**config.mk**
```make
export PLATFORM = sky130hd
export DESIGN_NAME = fnd_scan_controller
export DESIGN_NICKNAME = d
export VERILOG_FILES = /design/src/rtl/fnd_scan_controller.sv
export SDC_FILE = /design/constraint.sdc
export NUM_CORES = 1
export LEC_CHECK = 0
export BUFFER_PORTS_ARGS = -buffer_cell sky130_fd_sc_hd__buf_4
export CORE_UTILIZATION = 50
export CTS_BUF_LIST = sky130_fd_sc_hd__clkbuf_8
export DETAILED_ROUTE_END_ITERATION = 16
export GPL_TIMING_DRIVEN = 0
export PLACE_DENSITY = 0.73
export SETUP_SLACK_MARGIN = 0.02
export SLEW_MARGIN = 25
export SYNTH_ARGS = -nofsm -noshare
export SYNTH_HDL_FRONTEND = slang
export SYNTH_SLANG_ARGS = --single-unit
```
**constraint.sdc**
```tcl
create_clock -name i_clk -period 1.82 [get_ports i_clk]
set_input_delay 0.091 -clock i_clk [delete_from_list [all_inputs] [get_ports i_clk]]
set_output_delay 0.091 -clock i_clk [all_outputs]
set_load 0.005 [all_outputs]
```
**src/rtl/fnd_scan_controller.sv**
```systemverilog
// Four-digit multiplexed FND scan controller with double-buffered BCD display data.
// Optional LEADING_ZERO_BLANK_EN blanks leading zero digits (digit 0 is never blanked).
module fnd_scan_controller #(
   parameter int CLK_DIV = 100000
) (
   input  logic        i_clk,
   input  logic        i_reset,
   input  logic [15:0] i_bcd,
   input  logic        i_load,
   output logic        o_load_ack,
   output logic [3:0]  o_Fnd,
   output logic [3:0]  o_digit_sel,
   output logic        o_frame_start
);

   // state   | meaning
   // SCAN_D0 | digit 0 (rightmost) enabled
   // SCAN_D1 | digit 1 enabled
   // SCAN_D2 | digit 2 enabled
   // SCAN_D3 | digit 3 enabled; also the reset state, so the first tick is a frame boundary

   localparam int             PW       = (CLK_DIV > 2) ? $clog2(CLK_DIV) : 1;
   localparam logic [PW-1:0]  PRE_LAST = PW'(CLK_DIV - 1);

   typedef enum logic [1:0] {
      SCAN_D0 = 2'd0,
      SCAN_D1 = 2'd1,
      SCAN_D2 = 2'd2,
      SCAN_D3 = 2'd3
   } scan_e;

   scan_e         state_q, state_d;
   logic [PW-1:0] pre_q, pre_d;
   logic [15:0]   staging_q, staging_d;
   logic [15:0]   shadow_q, shadow_d;
   logic          pending_q, pending_d;
   logic [3:0]    fnd_q, fnd_d;
   logic [3:0]    sel_q, sel_d;
   logic          ack_q, ack_d;
   logic          fs_q, fs_d;

   logic          tick;
   logic          boundary;
   logic [3:0]    nibble;
   logic [3:0]    shown;

   assign tick     = (pre_q == PRE_LAST);
   assign boundary = tick && (state_q == SCAN_D3);

   always_ff @(posedge i_clk) begin
      if (i_reset) begin
         state_q   <= SCAN_D3;
         pre_q     <= '0;
         staging_q <= 16'hFFFF;
         shadow_q  <= 16'hFFFF;
         pending_q <= 1'b0;
         fnd_q     <= 4'hF;
         sel_q     <= 4'b1111;
         ack_q     <= 1'b0;
         fs_q      <= 1'b0;
      end else begin
         state_q   <= state_d;
         pre_q     <= pre_d;
         staging_q <= staging_d;
         shadow_q  <= shadow_d;
         pending_q <= pending_d;
         fnd_q     <= fnd_d;
         sel_q     <= sel_d;
         ack_q     <= ack_d;
         fs_q      <= fs_d;
      end
   end

   always_comb begin
      pre_d     = tick ? '0 : pre_q + 1'b1;
      state_d   = tick ? scan_e'(state_q + 2'd1) : state_q;
      staging_d = staging_q;
      shadow_d  = shadow_q;
      pending_d = pending_q;
      // A load landing on the boundary tick bypasses staging so the new frame shows it at once.
      if (boundary) begin
         if (i_load) begin
            shadow_d = i_bcd;
         end else if (pending_q) begin
            shadow_d = staging_q;
         end
         pending_d = 1'b0;
      end else if (i_load) begin
         staging_d = i_bcd;
         pending_d = 1'b1;
      end
   end

   always_comb begin
      nibble = shadow_d[4*state_d +: 4];
`ifdef LEADING_ZERO_BLANK_EN
      shown = nibble;
      case (state_d)
         SCAN_D3: if (shadow_d[15:12] == 4'h0) shown = 4'hF;
         SCAN_D2: if (shadow_d[15:8] == 8'h00) shown = 4'hF;
         SCAN_D1: if (shadow_d[15:4] == 12'h000) shown = 4'hF;
         default: shown = nibble;
      endcase
`else
      shown = nibble;
`endif
   end

   always_comb begin
      fnd_d = fnd_q;
      sel_d = sel_q;
      ack_d = 1'b0;
      fs_d  = 1'b0;
      if (tick) begin
         fnd_d = shown;
         sel_d = ~(4'b0001 << state_d);
         fs_d  = boundary;
         ack_d = boundary && (i_load || pending_q);
      end
   end

   assign o_Fnd         = fnd_q;
   assign o_digit_sel   = sel_q;
   assign o_load_ack    = ack_q;
   assign o_frame_start = fs_q;

endmodule

```
==> results.sh, run 1 <==
export IMPL_yosysWarnings=0
export IMPL_gr_usage_all_layers_pct=28.4
export IMPL_critical_path_arrival_ns=2.37
export IMPL_die_h_um=77.9
export IMPL_cp_max_fo=6
export IMPL_violations="setup timing"
export IMPL_cap_violations=0
export IMPL_clkLatencyLatePin_ns=0.33
export IMPL_p_leak_uw=0.00171
export IMPL_max_freq_mhz=474
export IMPL_wl_per_cell_um=18.1
export IMPL_skew_ns=0.00833
export IMPL_cts_tree="done"
export IMPL_post_place_ws_ns=-0.479
export IMPL_final_util_pct=72.9
export IMPL_ios=29
export IMPL_holdPathStages=3
export IMPL_rsz0062_at_grt="true"
export IMPL_synth_area_per_cell_um2=8.06
export IMPL_period_share_pct=116
export IMPL_critical_path_class="reg2reg"
export IMPL_dp_cells=456
export IMPL_core_rowCount=27
export IMPL_postRouteWirelength_mm=9.14
export IMPL_grt_ovfl_total=0
export IMPL_top_usage_layer="met2"
export IMPL_cp_start_kind="register"
export IMPL_yosys_top_cells_area="dfxtp_1, nand2_1, nand3_1, o21ai_0, nor2_1"
export IMPL_hold_viol_final=0
export IMPL_antenna_found_initial=0
export IMPL_avgViaCountPerCell=5.99
export IMPL_min_period_ns=2.11
export IMPL_run_status="complete, but fails checks"
export IMPL_drv_slew=0
export IMPL_antenna_diode_count=0
export IMPL_gp_congestion=0.855
export IMPL_p_total_uw=2800
export IMPL_cp_required_ns=2.08
export IMPL_synth_largest_area_cell="dfxtp_1"
export IMPL_hold_class="in2reg"
export IMPL_ys_top_cells_by_count="dfxtp_1, nand2_1, nand3_1"
export IMPL_path_clk_slew_ns=0.07
export IMPL_grt_start_max_net_pins=18
export IMPL_first_iter_violations=270
export IMPL_num_vias=3023
export IMPL_crit_path_end_kind="register"
export IMPL_grt_use_met2_pct=47.5
export IMPL_grt_pass1_wl_mm=13.2
export IMPL_yosys_cell_count_top_type="dfxtp_1"
export IMPL_synthFlopType="dfxtp_1"
export IMPL_yosysUniqueCellTypes=46
export IMPL_synthesis_nets=378
export IMPL_drc=0
export IMPL_syn_cell_area_mm2=0.00288
export IMPL_die_w_um=77.9
export IMPL_maxSlewHeadroom_pct=50.4
export IMPL_setup_viol=17
export IMPL_syn_inst=357
export IMPL_cts_htree_levels=3
export IMPL_clock_path_buffers=2
export IMPL_max_slew_worst_pin_slew_ns=0.743
export IMPL_port_buffers=27
export IMPL_drive_gt1_share_pct=31.2
export IMPL_instances_no_fill=505
export IMPL_synth_top_area_share_pct=43.1
export IMPL_p_per_area_mw_per_mm2=693
export IMPL_ys_seq_area_share_pct=43.1
export IMPL_core_mm2=0.00554
export IMPL_cts_buffers=9
export IMPL_cts_sinks=62
export IMPL_grt_pass1_vias=2743
export IMPL_met3_usage_pct=4.59
export IMPL_dr_pass1_iters=5
export IMPL_place_area_mm2=0.00318
export IMPL_clock_root_buffer="clkbuf_8"
export IMPL_drtAntennaViolNets=0
export IMPL_dieArea_mm2=0.00606
export IMPL_synth_seq_cells=62
export IMPL_dpl_hpwl_mm=5.26
export IMPL_setup_ws_ns=-0.288
export IMPL_synthToLayoutAreaGrowth_pct=40.4
export IMPL_rr_worst_depth=8
export IMPL_synthArstFlopShare_pct=0
export IMPL_gr_usage_met1_pct=35.3
export IMPL_initial_core_util_pct=51.9
export IMPL_synth_edf_count=0
export IMPL_fin_nets=451
export IMPL_worst_ir_drop_vdd_mv=0.551
export IMPL_design_area_mm2=0.00404
cells in the final DEF (no fill, tap or decap), drive strengths merged, types with 3 or more instances in the layout:
cell type | Yosys | final
a21oi | 16 | 16
dlygate4sd3 | 0 | 13
xnor2 | 6 | 6
nor2b | 4 | 4
o41ai | 3 | 3
and2 | 4 | 4
or3 | 7 | 7
inv | 5 | 8
a22oi | 6 | 6
o211ai | 3 | 3
nor3b | 4 | 4
nand2 | 58 | 58
nand2b | 8 | 8
nand4 | 8 | 9
or2 | 3 | 3
xor2 | 8 | 8
o21ai | 31 | 31
nor3 | 8 | 8
nand3 | 32 | 32
nor2 | 30 | 30
and3 | 8 | 8
buf | 6 | 57
dfxtp | 62 | 62
clkbuf | 15 | 21
registers in the layout, summed over array words and instances, names as in the netlist:
name and count:
o_Fnd 4, o_digit_sel 4, o_frame_start 1, o_load_ack 1, pending_q 1, pre_q 17
shadow_q 16, staging_q 16, state_q 2
timing repair:
action / CTS / global route
setup buffers: 9 / 13
setup endpoints to repair: 50 / 46
hold endpoints to repair: 13 / 0
pin swaps: 8 / 16
resized for setup: 40 / 59
cloned: 2 / 2
hold buffers: 13 / 0
critical path, cell delays in order, from the launching register on:
cell and delay (ns):
dfxtp_4 0.35, nor4_4 0.33, buf_4 0.20, nand4_1 0.12, buf_4 0.18, o31ai_1 0.40
and3_1 0.28, a211oi_2 0.06, a21oi_1 0.13
area by class of cell:
class	count	area (µm²)
clock buffers	9	124
repair buffers	65	547
plain buffers	17	114
clock inverters	5	46.3
multi-input cells	270	1840
inverters	5	18.8
fillers	420	1500
well taps	72	90.1
flip-flops and latches	62	1260
cell families after synthesis:
group | Yosys count | share of synthesized area (%)
AOI/OAI and AO/OA | 67 | 14.2
xor gates and xnor gates | 14 | 4.26
adders and majority gates | 2 | 0.870
buffers and inverters | 26 | 3.87
DFF | 62 | 43.1
muxes | 2 | 0.696
and+or+nand+nor | 184 | 32.9
per-stage QoR:
step           TNS (ns)  hold slack [ns]
3_5_place_dp     -11.65            0.315
5_1_grt           -3.13          0.00893
2_1_floorplan    -0.112            0.215
3_3_place_gp     -10.86            0.309
6_report          -1.79          0.00550
4_1_cts           -1.84          0.00453
routing by layer:
layer,routed length (µm),vias to the layer above
li1,-,1406
met1,3790,1453
met2,4520,131
met3,509,33
met4,328,0
met5,0,-
final timing paths:
check                 startpoint                   endpoint  slack (ns)
min                     i_bcd[9]  staging_q[9]$_SDFFE_PP1P_       0.005
min reg2reg  pre_q[0]$_SDFF_PP0_        pre_q[0]$_SDFF_PP0_        0.47
max          pre_q[8]$_SDFF_PP0_      o_Fnd[0]$_SDFFE_PP1N_       -0.29
max reg2reg  pre_q[8]$_SDFF_PP0_      o_Fnd[0]$_SDFFE_PP1N_       -0.29
report_power, final:
group          switching [µW]  total [µW]  internal (µW)
clock network             510        1110            600
logic                     157         277            119
registers                28.1        1410           1380
total                     695        2800           2100
(Power assumes the default switching activity.)
==> inputs of run 2 (changes only) <==
--- a/config.mk
+++ b/config.mk
@@ -11,7 +11,6 @@
 export DETAILED_ROUTE_END_ITERATION = 16
 export GPL_TIMING_DRIVEN = 0
 export PLACE_DENSITY = 0.73
-export SETUP_SLACK_MARGIN = 0.02
 export SLEW_MARGIN = 25
 export SYNTH_ARGS = -nofsm -noshare
 export SYNTH_HDL_FRONTEND = slang
==> run 2 against run 1 <==
The run still ends with setup timing left; hold slack better by 0.075 ns; core utilization is 8.9 points higher; final cell count grew 5.1%; count of clock-buffer cells in the layout rose by 3; critical path depth is 1 lower; first-iteration DRC count rose by 70%; clock skew up 0.010 ns; maximum frequency fell by 8.0%; die area unchanged; non-clock buffer count is 23 higher; global-route usage up 0.64 points; critical path type unchanged; critical endpoint is now o_Fnd[1]$_SDFFE_PP1N_.
==> results.sh, run 2 (synthesis results as in run 1) <==
export IMPL_worst_ir_drop_vdd_mv=0.599
export IMPL_fillers=326
export IMPL_crit_path_end_kind="register"
export IMPL_gp_congestion=0.847
export IMPL_p_leak_uw=0.00192
export IMPL_initial_core_util_pct=51.9
export IMPL_violations="setup timing"
export IMPL_first_iter_violations=460
export IMPL_grt_ovfl_total=0
export IMPL_cp_cell_sequence="nor4_4 -> buf_4 -> nand4_4 -> o21ai_0 -> o21ai_0 -> a2111o_1 -> o22a_1"
export IMPL_drtAntennaViolNets=0
export IMPL_final_util_pct=81.8
export IMPL_critical_path_class="reg2reg"
export IMPL_top_register="pre_q"
export IMPL_min_period_ns=2.29
export IMPL_fin_nets=475
export IMPL_die_h_um=77.9
export IMPL_reg_largest_list="pre_q: 17 flops, shadow_q: 16 flops, staging_q: 16 flops"
export IMPL_clock_root_buffer="clkbuf_8"
export IMPL_path_clk_slew_ns=0.07
export IMPL_core_mm2=0.00554
export IMPL_drive_gt1_share_pct=39.0
export IMPL_period_share_pct=126
export IMPL_cp_start_kind="register"
export IMPL_gr_usage_all_layers_pct=29.1
export IMPL_cts_buffers=9
export IMPL_setup_ws_ns=-0.471
export IMPL_dpl_hpwl_mm=5.13
export IMPL_synthToLayoutAreaGrowth_pct=57.5
export IMPL_fin_setup_tns_ns=-4.62
export IMPL_grt_pass1_wl_mm=13.5
export IMPL_hold_viol_final=0
export IMPL_die_w_um=77.9
export IMPL_num_vias=3450
export IMPL_largest_reg_flops=17
export IMPL_skew_ns=0.0184
export IMPL_wl_per_cell_um=21.9
export IMPL_cpMostUsedCell="o21ai_0"
export IMPL_max_slew_worst_pin_slew_ns=0.678
export IMPL_antenna_diode_count=0
export IMPL_cts_tree="done"
export IMPL_cp_required_ns=2.06
export IMPL_place_area_mm2=0.00318
export IMPL_setup_viol=43
export IMPL_rsz0062_at_grt="true"
export IMPL_dieArea_mm2=0.00606
export IMPL_max_freq_mhz=437
export IMPL_dr_pass1_iters=6
export IMPL_run_status="complete, but fails checks"
export IMPL_cap_violations=0
export IMPL_final_common_cell="buf_4"
export IMPL_avgViaCountPerCell=6.50
export IMPL_p_per_area_mw_per_mm2=706
export IMPL_antenna_found_initial=0
export IMPL_cts_htree_levels=3
export IMPL_postRouteWirelength_mm=11.7
export IMPL_clock_path_buffers=2
export IMPL_critical_path_arrival_ns=2.53
export IMPL_hold_class="in2reg"
export IMPL_cp_max_fo=5
export IMPL_slowest_stage="a2111o_1"
export IMPL_grt_start_max_net_pins=12
export IMPL_cts_sinks=62
export IMPL_core_rowCount=27
export IMPL_maxSlewHeadroom_pct=54.8
export IMPL_drv_slew=0
export IMPL_fin_hold_ws_ns=0.0802
export IMPL_ios=29
export IMPL_grt_pass1_vias=2801
export IMPL_cp_slowest_stage_delay_ns=0.49
export IMPL_port_buffers=27
export IMPL_layout_common_cells="buf_4, dfxtp_1, nand2_1, nor2_1, nand3_1"
export IMPL_post_place_ws_ns=-0.474
export IMPL_clkLatencyLatePin_ns=0.36
export IMPL_drc=0
export IMPL_design_area_mm2=0.00453
run 2: repair_timing:
action / 4_1_cts / 5_1_grt
hold endpoints to repair: 15 / 0
gates cloned: 3 / 4
gates resized for setup: 41 / 107
hold buffers: 15 / 0
pin swaps: 15 / 36
buffers inserted: 20 / 20
endpoints found under the setup margin: 49 / 36
run 2: where the power goes:
group / leakage, µW / internal (µW) / switching [µW]
registers: 0.000511 / 1380 / 35.8
clock network: 0.000124 / 877 / 586
logic: 0.00129 / 142 / 174
total: 0.00192 / 2400 / 796
run 2: final cells by class:
cell class | instances | area, µm² | area share [%]
clock buffer | 12 | 165 | 3.65
clock inverter | 4 | 68.8 | 1.52
multi-input combinational | 271 | 2000 | 44.2
sequential | 62 | 1260 | 27.8
timing repair buffer | 87 | 790 | 17.4
inverter | 5 | 18.8 | 0.414
buffer | 18 | 133 | 2.93
tap | 72 | 90.1 | 1.99
run 2: worst max-delay path: cells and delay by family (launching register included):
kind | cells | cell delay [ns]
AND/OR/NAND/NOR | 2 | 0.47
flip-flops | 1 | 0.36
buffers and inverters | 1 | 0.17
AO/OA/AOI/OAI | 4 | 1.18
run 2: final timing paths:
kind	from	end	slack, ns	depth (start not counted)
max	pre_q[11]$_SDFF_PP0_	o_Fnd[1]$_SDFFE_PP1N_	-0.47	7
min	i_bcd[8]	staging_q[8]$_SDFFE_PP1P_	0.08	3
max reg2reg	pre_q[11]$_SDFF_PP0_	o_Fnd[1]$_SDFFE_PP1N_	-0.47	7
min reg2reg	shadow_q[3]$_SDFF_PP1_	shadow_q[3]$_SDFF_PP1_	0.48	2
run 2: routing by layer:
| metal | global-route usage [%] | vias up | wire length [µm] |
|---|---|---|---|
| li1 | - | 1450 | - |
| met3 | 5.88 | 102 | 1230 |
| met4 | 13.6 | 0 | 854 |
| met5 | 0 | - | 0 |
| met1 | 36.5 | 1593 | 4240 |
| met2 | 47.6 | 305 | 5330 |
run 2: per-stage QoR:
stage,std cells,total power (µW)
floorplan,357,1540
finish,531,3200
global placement,456,1610
CTS,507,3060
detailed placement,456,1620
global route,531,3250
==> inputs of run 3 (changes only) <==
--- a/config.mk
+++ b/config.mk
@@ -7,7 +7,7 @@
 export LEC_CHECK = 0
 export BUFFER_PORTS_ARGS = -buffer_cell sky130_fd_sc_hd__buf_4
 export CORE_UTILIZATION = 50
-export CTS_BUF_LIST = sky130_fd_sc_hd__clkbuf_8
+export CTS_BUF_LIST = sky130_fd_sc_hd__clkbuf_4
 export DETAILED_ROUTE_END_ITERATION = 16
 export GPL_TIMING_DRIVEN = 0
 export PLACE_DENSITY = 0.73
==> run 3 against run 2 <==
The run still ends with setup timing left; total power decreased by 15%; hold slack gained 0.012 ns; die area unchanged; clock skew decreased by 0.010 ns; register-to-register slack improved by 0.23 ns; combinational power shrank 22%; routed wire length shrank 26%; via count decreased by 13%; sequential share of layout area up 3.8 points; critical endpoint is now o_Fnd[2]$_SDFFE_PP1N_; largest power group is now registers.
==> results.sh, run 3 (synthesis results as in run 1) <==
export IMPL_antenna_found_initial=0
export IMPL_die_h_um=77.9
export IMPL_cts_buffers=9
export IMPL_cp_cell_sequence="and4bb_4 -> buf_4 -> nand4_2 -> o21ai_0 -> nor4b_2 -> o32a_1 -> a21oi_2"
export IMPL_layout_common_cells="nand2_1, buf_4, dfxtp_1, nand3_1, nor2_1"
export IMPL_slowest_stage="and4bb_4"
export IMPL_grt_ovfl_total=0
export IMPL_crit_path_end_kind="register"
export IMPL_setup_ws_ns=-0.241
export IMPL_final_util_pct=71.6
export IMPL_dr_pass1_iters=5
export IMPL_core_mm2=0.00554
export IMPL_critical_path_class="reg2reg"
export IMPL_gr_usage_all_layers_pct=29.4
export IMPL_p_total_uw=2720
export IMPL_hold_viol_final=0
export IMPL_cp_slowest_stage_delay_ns=0.40
export IMPL_clock_root_buffer="clkbuf_4"
export IMPL_ios=29
export IMPL_cp_top_family="simple AND/OR/NAND/NOR gates"
export IMPL_wl_per_cell_um=16.7
export IMPL_dieArea_mm2=0.00606
export IMPL_p_leak_uw=0.00164
export IMPL_max_slew_worst_pin_slew_ns=0.604
export IMPL_cp_start_kind="register"
export IMPL_period_share_pct=113
export IMPL_reg_largest_list="pre_q: 17 flops, shadow_q: 16 flops, staging_q: 16 flops"
export IMPL_violations="setup timing"
export IMPL_antenna_diode_count=0
export IMPL_cp_max_fo=5
export IMPL_drtAntennaViolNets=0
export IMPL_grt_pass1_wl_mm=13.6
export IMPL_cp_required_ns=2.13
export IMPL_drc=0
export IMPL_avgViaCountPerCell=5.86
export IMPL_min_period_ns=2.06
export IMPL_dpl_hpwl_mm=5.13
export IMPL_die_w_um=77.9
export IMPL_core_rowCount=27
export IMPL_max_freq_mhz=485
export IMPL_num_vias=3016
export IMPL_gp_congestion=0.847
export IMPL_grt_pass1_vias=2839
export IMPL_crit_buf_inv=1
export IMPL_clock_path_buffers=2
export IMPL_fillers=440
export IMPL_cap_violations=0
export IMPL_grt_start_max_net_pins=12
export IMPL_top_register="pre_q"
export IMPL_initial_core_util_pct=51.9
export IMPL_drive_gt1_share_pct=29.1
export IMPL_seqCellArea_mm2=0.00125
export IMPL_cts_htree_levels=3
export IMPL_run_status="complete, but fails checks"
export IMPL_port_buffers=27
export IMPL_hold_class="in2reg"
export IMPL_postRouteWirelength_mm=8.62
export IMPL_critical_path_arrival_ns=2.37
export IMPL_clkLatencyLatePin_ns=0.42
export IMPL_skew_ns=0.00817
export IMPL_cts_sinks=62
export IMPL_worst_ir_drop_vdd_mv=0.494
export IMPL_maxSlewHeadroom_pct=59.7
export IMPL_rsz0062_at_grt="true"
export IMPL_drv_slew=0
export IMPL_fin_nets=459
export IMPL_path_clk_slew_ns=0.10
export IMPL_final_common_cell="nand2_1"
export IMPL_multi_input_area_mm2=0.00176
export IMPL_setup_viol=24
export IMPL_largest_reg_flops=17
export IMPL_cts_tree="done"
export IMPL_synthToLayoutAreaGrowth_pct=37.9
export IMPL_first_iter_violations=280
export IMPL_p_per_area_mw_per_mm2=686
-- run 3: path summary, 6_finish.rpt --
| kind | from | end | slack [ns] | cells after the start |
|---|---|---|---|---|
| max | pre_q[5]$_SDFF_PP0_ | o_Fnd[2]$_SDFFE_PP1N_ | -0.24 | 7 |
| max reg2reg | pre_q[5]$_SDFF_PP0_ | o_Fnd[2]$_SDFFE_PP1N_ | -0.24 | 7 |
| min reg2reg | staging_q[1]$_SDFFE_PP1P_ | staging_q[1]$_SDFFE_PP1P_ | 0.47 | 2 |
| min | i_reset | pre_q[2]$_SDFF_PP0_ | 0.09 | 2 |
-- run 3: area by class of cell --
type	count	area share [%]
clock buffer	10	1.89
multi-input combinational	271	44.3
sequential	62	31.6
clock inverter	6	1.92
buffer	18	3.03
inverter	5	0.473
timing repair buffer	71	14.5
tap	72	2.27
-- run 3: stage by stage --
| step | TNS, ns | hold slack, ns | instance area (µm²) | std cells | setup WS (ns) |
|---|---|---|---|---|---|
| 2_1_floorplan | -0.112 | 0.215 | 2890 | 357 | -0.0521 |
| 3_3_place_gp | -11.36 | 0.311 | 3180 | 456 | -0.439 |
| 3_5_place_dp | -13.42 | 0.314 | 3180 | 456 | -0.474 |
| 4_1_cts | -2.32 | 0.0648 | 3830 | 508 | -0.225 |
| 5_1_grt | -4.72 | 0.165 | 3970 | 515 | -0.334 |
| 6_report | -1.90 | 0.0917 | 3970 | 515 | -0.241 |
-- run 3: metal layers --
metal  up-vias  share of wire (%)  GRT usage (%)
met5         -                  0              0
met4         0                4.0           15.8
met3        35                7.3           8.12
met2       139                 47           46.2
li1       1419                  -              -
met1      1423                 42           36.2
-- run 3: timing repair --
action / CTS / global route
hold buffers: 16 / 0
setup buffers: 20 / 7
gates resized for setup: 49 / 25
hold endpoints to repair: 16 / 0
setup endpoints to repair: 49 / 41
pin swaps: 14 / 11
gates cloned: 3 / 0
-- run 3: report_power, final --
part / leakage [µW] / switching (µW) / internal [µW]
combinational: 0.00104 / 135 / 112
clock: 0.0000829 / 503 / 557
sequential: 0.000509 / 25.3 / 1390
total: 0.00164 / 664 / 2060
